`config.mk`:
```
export PLATFORM = sky130hd
export DESIGN_NAME = imm_gen_pipe
export DESIGN_NICKNAME = d
export VERILOG_FILES = /design/src/rtl/imm_pkg.sv /design/src/rtl/imm_decode.sv /design/src/rtl/imm_gen_pipe.sv
export SDC_FILE = /design/constraint.sdc
export NUM_CORES = 1
export LEC_CHECK = 0
export ABC_AREA = 1
export BUFFER_PORTS_ARGS = -buffer_cell sky130_fd_sc_hd__buf_4
export CELL_PAD_IN_SITES_DETAIL_PLACEMENT = 0
export CELL_PAD_IN_SITES_GLOBAL_PLACEMENT = 2
export CORE_ASPECT_RATIO = 1.25
export CORE_UTILIZATION = 35
export CTS_BUF_LIST = sky130_fd_sc_hd__clkbuf_2 sky130_fd_sc_hd__clkbuf_4 sky130_fd_sc_hd__clkbuf_8
export DETAILED_ROUTE_END_ITERATION = 6
export GPL_ROUTABILITY_DRIVEN = 0
export GPL_TIMING_DRIVEN = 0
export MAX_ROUTING_LAYER = met4
export PLACE_DENSITY_LB_ADDON = 0.1
export SYNTH_ARGS = -nofsm -noshare
export SYNTH_HDL_FRONTEND = slang
export SYNTH_HIERARCHICAL = 1
export SYNTH_SLANG_ARGS = --single-unit
```
`constraint.sdc`:
```
create_clock -name clk -period 3.1 [get_ports clk]
set_input_delay 0.62 -clock clk [delete_from_list [all_inputs] [get_ports clk]]
set_output_delay 0.62 -clock clk [all_outputs]
set_load 0.05 [all_outputs]
```
`src/rtl/imm_pkg.sv`:
```
// Shared immediate-generation types, opcodes and field extraction.
// Used by the decoder and the buffered immediate pipe.
package imm_pkg;

  typedef enum logic [2:0] {
    FMT_I = 3'b000,
    FMT_S = 3'b001,
    FMT_B = 3'b010,
    FMT_J = 3'b011,
    FMT_U = 3'b111
  } imm_fmt_e;

  // Code reported for an unrecognised opcode when decoding automatically.
  localparam logic [2:0] FMT_BAD = 3'b100;

  localparam logic [6:0] OP_LOAD   = 7'b0000011;
  localparam logic [6:0] OP_IMM    = 7'b0010011;
  localparam logic [6:0] OP_JALR   = 7'b1100111;
  localparam logic [6:0] OP_STORE  = 7'b0100011;
  localparam logic [6:0] OP_BRANCH = 7'b1100011;
  localparam logic [6:0] OP_JAL    = 7'b1101111;
  localparam logic [6:0] OP_LUI    = 7'b0110111;
  localparam logic [6:0] OP_AUIPC  = 7'b0010111;

  function automatic logic [31:0] imm_field(
    input logic [31:0] ins,
    input logic [2:0]  fmt
  );
    logic        s;
    logic [31:0] v;
    s = ins[31];
    case (fmt)
      FMT_I:   v = {{20{s}}, ins[31:20]};
      FMT_S:   v = {{20{s}}, ins[31:25], ins[11:7]};
      FMT_B:   v = {{19{s}}, s, ins[7], ins[30:25],
                    ins[11:8], 1'b0};
      FMT_J:   v = {{11{s}}, s, ins[19:12], ins[20],
                    ins[30:21], 1'b0};
      FMT_U:   v = {ins[31:12], 12'b0};
      default: v = '0;
    endcase
    return v;
  endfunction

endpackage

```
`src/rtl/imm_decode.sv`:
```
// Combinational format selection and XLEN sign extension.
// Illegal formats yield a zero immediate.
module imm_decode
  import imm_pkg::*;
#(
  parameter int XLEN        = 32,
  parameter int AUTO_DECODE = 1
) (
  input  logic [31:0]     i_instr,
  input  logic [2:0]      i_src,
  output logic [XLEN-1:0] o_imm,
  output logic [2:0]      o_fmt,
  output logic            o_illegal
);

  logic [6:0]  w_op;
  logic [2:0]  w_auto;
  logic [31:0] w_imm32;

  assign w_op = i_instr[6:0];

  always_comb begin
    w_auto = FMT_BAD;
    unique case (1'b1)
      (w_op == OP_LOAD),
      (w_op == OP_IMM),
      (w_op == OP_JALR):   w_auto = FMT_I;
      (w_op == OP_STORE):  w_auto = FMT_S;
      (w_op == OP_BRANCH): w_auto = FMT_B;
      (w_op == OP_JAL):    w_auto = FMT_J;
      (w_op == OP_LUI),
      (w_op == OP_AUIPC):  w_auto = FMT_U;
      default:             w_auto = FMT_BAD;
    endcase
  end

  assign o_fmt = (AUTO_DECODE != 0) ? w_auto : i_src;

  // 100, 101 and 110 are the only unassigned codes.
  assign o_illegal = o_fmt[2] && (o_fmt[1:0] != 2'b11);

  assign w_imm32 = imm_field(i_instr, o_fmt);
  assign o_imm   = o_illegal ? '0
                 : XLEN'($signed(w_imm32));

endmodule

```
`src/rtl/imm_gen_pipe.sv`:
```
// Immediate generator with a DEPTH-entry valid/ready output FIFO.
// One-cycle registered latency; no pass-through when full.
module imm_gen_pipe
  import imm_pkg::*;
#(
  parameter int XLEN        = 32,
  parameter int DEPTH       = 2,
  parameter int AUTO_DECODE = 1
) (
  input  logic                       clk,
  input  logic                       rst_n,
  input  logic                       in_valid,
  output logic                       in_ready,
  input  logic [31:0]                instr,
  input  logic [2:0]                 imm_src,
  output logic                       out_valid,
  input  logic                       out_ready,
  output logic [XLEN-1:0]            imm,
  output logic [2:0]                 fmt,
  output logic                       illegal,
  output logic [$clog2(DEPTH+1)-1:0] count
);

  localparam int CW = $clog2(DEPTH + 1);
  localparam int PW = (DEPTH > 1) ? $clog2(DEPTH) : 1;
  localparam logic [CW-1:0] FULL = CW'(DEPTH);
  localparam logic [PW-1:0] LAST = PW'(DEPTH - 1);

  logic [XLEN-1:0] r_imm [DEPTH];
  logic [2:0]      r_fmt [DEPTH];
  logic            r_ill [DEPTH];
  logic [PW-1:0]   r_wptr;
  logic [PW-1:0]   r_rptr;
  logic [CW-1:0]   r_count;

  logic            w_push;
  logic            w_pop;
  logic [XLEN-1:0] w_imm;
  logic [2:0]      w_fmt;
  logic            w_ill;

  imm_decode #(
    .XLEN        (XLEN),
    .AUTO_DECODE (AUTO_DECODE)
  ) u_dec (
    .i_instr   (instr),
    .i_src     (imm_src),
    .o_imm     (w_imm),
    .o_fmt     (w_fmt),
    .o_illegal (w_ill)
  );

  assign in_ready  = r_count < FULL;
  assign out_valid = r_count != '0;
  assign w_push    = in_valid && in_ready;
  assign w_pop     = out_valid && out_ready;

  always_ff @(posedge clk or negedge rst_n) begin
    if (!rst_n) begin
      r_wptr  <= '0;
      r_rptr  <= '0;
      r_count <= '0;
    end else begin
      if (w_push)
        r_wptr <= (r_wptr == LAST) ? '0 : r_wptr + 1'b1;
      if (w_pop)
        r_rptr <= (r_rptr == LAST) ? '0 : r_rptr + 1'b1;
      unique case ({w_push, w_pop})
        2'b10:   r_count <= r_count + 1'b1;
        2'b01:   r_count <= r_count - 1'b1;
        default: r_count <= r_count;
      endcase
    end
  end

  // Storage needs no reset: the head is masked whenever the FIFO is empty.
  always_ff @(posedge clk) begin
    if (w_push) begin
      r_imm[r_wptr] <= w_imm;
      r_fmt[r_wptr] <= w_fmt;
      r_ill[r_wptr] <= w_ill;
    end
  end

  assign imm     = out_valid ? r_imm[r_rptr] : '0;
  assign fmt     = out_valid ? r_fmt[r_rptr] : '0;
  assign illegal = out_valid && r_ill[r_rptr];
  assign count   = r_count;

endmodule

```
; Yosys cells after proc, flatten, opt, wreduce, memory -nomap -nowiden
; Memories as Yosys holds them, arrays and structs flattened.
; Index checks and enable logic that the tools add are counted.
[word_totals]
ff_bits = 4
latch_bits = 0
ramBits = 72
mem_bits_ro = 0
in_bits = 39
output_inout_bits = 40
mem_count = 3
[classes]
addsub = 4
mul = 0
div = 0
order_cmp = 1
eq_ne = 15
shift = 0
muxes = 10
bitwise = 0
reduce_logical = 9
[memory_table]
columns = memory, depth, word_bits, read_ports, rd_ports_with_merged_regs, write_ports, line
row1 = r_imm, 2, 32, 1, 0, 1, imm_gen_pipe.sv:29  ; logic [XLEN-1:0] r_imm [DEPTH];
row2 = r_fmt, 2, 3, 1, 0, 1, imm_gen_pipe.sv:30  ; logic [2:0] r_fmt [DEPTH];
row3 = r_ill, 2, 1, 1, 0, 1, imm_gen_pipe.sv:31  ; logic r_ill [DEPTH];
[ops]
columns = op, count
row1 = case mux 32 bit (5 select lines), 1
row2 = two-way mux 32 bit, 2
row3 = "== test 7 bit, second input constant", 3
row4 = case mux 3 bit (5 select lines), 1
row5 = "== test 7 x 5 -> 1 bit, second input constant", 2
row6 = "== test 7 x 6 -> 1 bit, second input constant", 2
row7 = "== test 7 x 2 -> 1 bit, second input constant", 1
row8 = "== test 3 x 2 -> 1 bit, second input constant", 2
row9 = logical AND 1 bit, 4
row10 = two-way mux 1 bit, 4
row11 = case mux 2 bit (2 select lines), 1
row12 = nonzero test 2 bit, 2
row13 = "== test 3 x 1 -> 1 bit, second input constant", 1
row14 = "== test 3 bit, second input constant", 1
row15 = zero test 3 bit, 1
row16 = two-way mux 3 bit, 1
row17 = OR reduction 3 bit, 1
row18 = "adder 1 bit, second input constant", 2
row19 = "adder 2 x 1 -> 2 bit, second input constant", 1
row20 = "== test 2 x 1 -> 1 bit, second input constant", 1
row21 = "== test 2 bit, second input constant", 1
row22 = "less-than comparator 2 bit, second input constant", 1
row23 = "!= test 2 bit, second input constant", 1
row24 = OR reduction 2 bit, 1
row25 = "subtractor 2 x 1 -> 2 bit, second input constant", 1

; Logic depth before layout (Yosys ltp)
[logic_depth]
word_depth = 6
depth_mapped = 9

; Cells and area by module
; Netlist, hierarchy kept.
[by_module_without_submodules]
columns = module, instances, cells_each, area_each_um2, seq_area_each_um2
row1 = imm_gen_pipe, 1, 220, 2957.8, 2262.2
row2 = imm_decode, 1, 114, 585.6, 0.0

; Worst setup path after synthesis
; OpenSTA, ideal clock, no wires.
[synth_path]
path_kind = register -> register
start = register r_count[1], in the netlist count[1]
end = memory r_fmt[0][0], enable pin
setup_ns = 0.429
arrival_ns = 2.771
t_required_ns = 2.671
setup_slack_ns = -0.100
path_stages_with_launch = 4
synth_period_minus_slack_ns = 3.200
cell_sequence = dfrtp_1 inv_1 nand2_1 nor2_1
[synth_between]
elab_chain_len = 4
[synth_lines]
columns = element, line
row1 = from (decl), imm_gen_pipe.sv:34  ; logic [CW-1:0] r_count;
row2 = from (signal assigned), imm_gen_pipe.sv:69  ; 2'b10: r_count <= r_count + 1'b1;
row3 = from (signal assigned), imm_gen_pipe.sv:70  ; 2'b01: r_count <= r_count - 1'b1;
row4 = from (signal assigned), imm_gen_pipe.sv:71  ; default: r_count <= r_count;
row5 = less-than comparator 2 bit, imm_gen_pipe.sv:53  ; assign in_ready = r_count < FULL;
row6 = net in_ready, imm_gen_pipe.sv:13  ; output logic in_ready,
row7 = logical AND 1 bit, imm_gen_pipe.sv:55  ; assign w_push = in_valid && in_ready;
row8 = two-way mux 1 bit, imm_gen_pipe.sv:78  ; if (w_push) begin
row9 = two-way mux 1 bit (implied by the code), imm_gen_pipe.sv:80  ; r_fmt[r_wptr] <= w_fmt;
row10 = to (decl), imm_gen_pipe.sv:30
; The timed path passes the listed nets, and every way through them passes these cells.

; Final worst setup path
[layout_path]
start = register r_rptr
end = output port imm[12]
[layout_between]
elab_chain_len = 2
[layout_lines]
columns = element, line
row1 = from (decl), imm_gen_pipe.sv:33  ; logic [PW-1:0] r_rptr;
row2 = from (signal assigned), imm_gen_pipe.sv:67  ; r_rptr <= (r_rptr == LAST) ? '0 : r_rptr + 1'b1;
row3 = memory read (2 x 32 bit), n/a
row4 = two-way mux 32 bit, imm_gen_pipe.sv:85  ; assign imm = out_valid ? r_imm[r_rptr] : '0;
row5 = to (decl), imm_gen_pipe.sv:18  ; output logic [XLEN-1:0] imm,
; No other way between the ends.

==> results.json <==
{
  "ir_drop_mv": 0.5641,
  "clockPowerShare_pct": 17.4,
  "tritoncts": "yes",
  "p_seq_share_pct": 28.1,
  "io_pins": 79,
  "die_h_um": 114.5,
  "ant_nets": 0,
  "finalNonFillerCells": 553,
  "pre_cts_slack_ns": 1.101,
  "period_needed_ns": 2.385,
  "finalCritPeriodShare_pct": 76.92,
  "finalSetupViolCount": 0,
  "tns_ns": 0,
  "fin_nets": 462,
  "synth-seq-cells": 76,
  "worstRegToRegCells": 4,
  "dp_hpwl_um": 6085,
  "power.internal_mw": 2.691,
  "drive_above_1_share_pct": 32.32,
  "synth_area_um2": 3543,
  "die_w_um": 92.00,
  "dieArea_um2": 10530,
  "start_util_pct": 36.49,
  "worstSetupStartpointType": "register",
  "numCtsBuffers": 9,
  "fin_total_pwr_mw": 5.134,
  "yosysTopAreaCell": "edfxtp_1",
  "core-area_um2": 9709,
  "hp-class": "input port to async pin",
  "dp.cells": 537,
  "io_buffers": 75,
  "antenna_cells": 0,
  "maxCapViolations": 0,
  "num_rows": 40,
  "synth_flop_cell": "edfxtp_1",
  "vias": 2621,
  "overflow": 0,
  "cts_setup_buffers": 0,
  "wire_per_inst_um": 15.30,
  "firstDrtPassIters": 4,
  "critical_path_peak_fanout": 10,
  "max_freq_mhz": 419.4,
  "yosysSeqAreaShare_pct": 63.84,
  "p_sw_share_pct": 47.58,
  "clk_latency_ns": 0.35,
  "netlist_top_cells_area": "edfxtp_1 61%, nand2_1 13%, a21oi_1 3.8%, dfrtp_1 2.8%, buf_6 2.5%",
  "clock-sinks": 76,
  "synth_cell_types": 28,
  "cts.path.max_buffers": 2,
  "final_cell_area_um2": 4573,
  "clock-root-buffer": "clkbuf_8",
  "slew_viol_final": 0,
  "totalWireLength_um": 8463,
  "clk_pin_slew_worst_paths_ns": 0.08,
  "worst_ep_arrival_time_ns": 1.76,
  "cts-resized-gates": 0,
  "syn_to_final_growth_pct": 29.06,
  "cp.required_ns": 2.48,
  "drtIter0Drc": 92,
  "rsz0062_at_grt": "no",
  "async_flop_share_pct": 5.263,
  "synthesis.instances": 334,
  "drc": 0,
  "via_per_inst": 4.740,
  "synth_edf_count": 72,
  "p_sw_mw": 2.443,
  "hold_viol_final": 0,
  "grt_max_degree": 23,
  "grt_antenna_before_repair": 0,
  "synth_top_area_share_pct": 61.02,
  "grt_use_total_pct": 17.66,
  "cp-end-kind": "output port",
  "grt_pass1_vias": 2517,
  "slew_headroom_pct": 57.49,
  "avgSynthCellArea_um2": 10.61,
  "hold_buffers": 0,
  "grt_pass1_wl_um": 13210,
  "synth_nets": 374,
  "yosysWarnings": 6,
  "status": "finished, final reports clean",
  "tightest_slew_ns": 0.6361,
  "cts_max_level": 3,
  "leakagePower_nw": 1.980,
  "setup_slack_ns": 0.7155,
  "placed_area_um2": 4334,
  "powerDensity_nw_per_um2": 1123,
  "path_class": "register to output port",
  "fin_skew_ns": 0.009263,
  "pwr-share-comb_pct": 54.4
}
[critical path: stages (launching register included)]
cell and delay [ns]:
dfrtp_1 0.40, inv_2 0.21, buf_2 0.30, nand2_1 0.08, a21oi_1 0.19, buf_4 0.23
[sequential cells by signal, indices dropped and copies added (netlist names)]
register,flops
count,2
r_fmt,6
r_ill,2
r_imm,64
r_rptr,1
r_wptr,1
[synthesized netlist by cell type (4+ instances only)]
master and n:
a21oi_1 27, a21oi_2 9, buf_2 6, buf_6 8, dfrtp_1 4, edfxtp_1 72, inv_1 18, inv_2 4
nand2_1 119, nand3_1 15, nand4_1 12, nor2_1 16
[metrics by stage]
step           util [%]  hold slack, ns
2_1_floorplan         -          0.3244
3_3_place_gp      43.92          0.4231
3_5_place_dp      44.64          0.4235
4_1_cts           47.10         0.03240
5_1_grt           47.10         0.02206
6_report          47.10         0.04316
[power by group through the flow]
| stage | Sequential, mW | Combinational [mW] | Clock, mW |
|---|---|---|---|
| CTS | 1.45 | 2.83 | 0.917 |
| floorplan | 1.51 | 1.89 | 0 |
| global route | 1.46 | 2.96 | 0.961 |
| finish | 1.44 | 2.80 | 0.896 |
| global placement | 1.48 | 2.75 | 0 |
| detailed placement | 1.47 | 2.82 | 0 |
[routing by layer]
| metal | global-route usage, % | vias to the layer above | wire length, um | share of wire, % |
|---|---|---|---|---|
| li1 | - | 1313 | - | - |
| met1 | 20.64 | 1230 | 3673 | 43 |
| met2 | 29.85 | 67 | 4336 | 51 |
| met3 | 3.453 | 11 | 322 | 3.8 |
| met4 | 7.187 | 0 | 130 | 1.5 |
| met5 | - | - | 0 | 0 |
[worst paths after layout]
path | start | to | slack, ns
min reg2reg | count[1] | count[1] | 0.57
max | r_rptr | imm[12] | 0.72
min in group clk | instr[11] | r_imm[0][4] | 0.56
min | rst_n | count[0] | 0.04
max reg2reg | count[1] | r_imm[1][9] | 1.26
max in group asynchronous | rst_n | r_wptr | 2.95
[cells by family after synthesis]
kind of cell	after synthesis	share of synthesized area [%]
and+or+nand+nor	177	22.07
xor gates and xnor gates	2	0.4944
buffers and inverters	39	6.320
AOI/OAI and AO/OA	39	6.921
adders and majority gates	1	0.3531
DFF	76	63.84
[placed cells by master (no fill, tap or decap)]
cell type / netlist / final
nand2_1: 119 / 119
nor2_1: 16 / 14
inv_2: 4 / 4
dfrtp_1: 4 / 4
xor2_1: 1 / 1
buf_4: 2 / 77
nor3_1: 1 / 1
clkinv_1: 0 / 1
nand2_2: 3 / 3
buf_6: 8 / 8
a21oi_1: 27 / 27
nand4_1: 12 / 12
nand4_2: 1 / 1
a21oi_2: 9 / 9
edfxtp_1: 72 / 72
buf_2: 6 / 6
inv_1: 18 / 18
clkinv_4: 0 / 1
nand2_4: 2 / 2
clkinvlp_4: 0 / 1
o21ai_1: 1 / 1
or2_1: 1 / 1
buf_16: 0 / 2
clkbuf_8: 0 / 9
o21bai_4: 1 / 1
nor2_2: 3 / 3
bufinv_16: 0 / 3
inv_4: 1 / 1
nand3_2: 3 / 3
nand3_1: 15 / 15
clkinv_2: 0 / 1
o211ai_1: 1 / 1
xnor2_1: 1 / 1
ha_1: 1 / 1
nor2_4: 1 / 3
[layout make-up]
cell class,instances,area (um2)
Buffer,16,135.1
Clock buffer,9,123.9
Clock inverter,7,115.1
Fill cell,943,5136
Inverter,23,88.84
Multi-Input combinational cell,219,1072
Sequential cell,76,2262
Tap cell,126,157.7
Timing Repair Buffer,77,618.1
(Power assumes the default switching activity.)
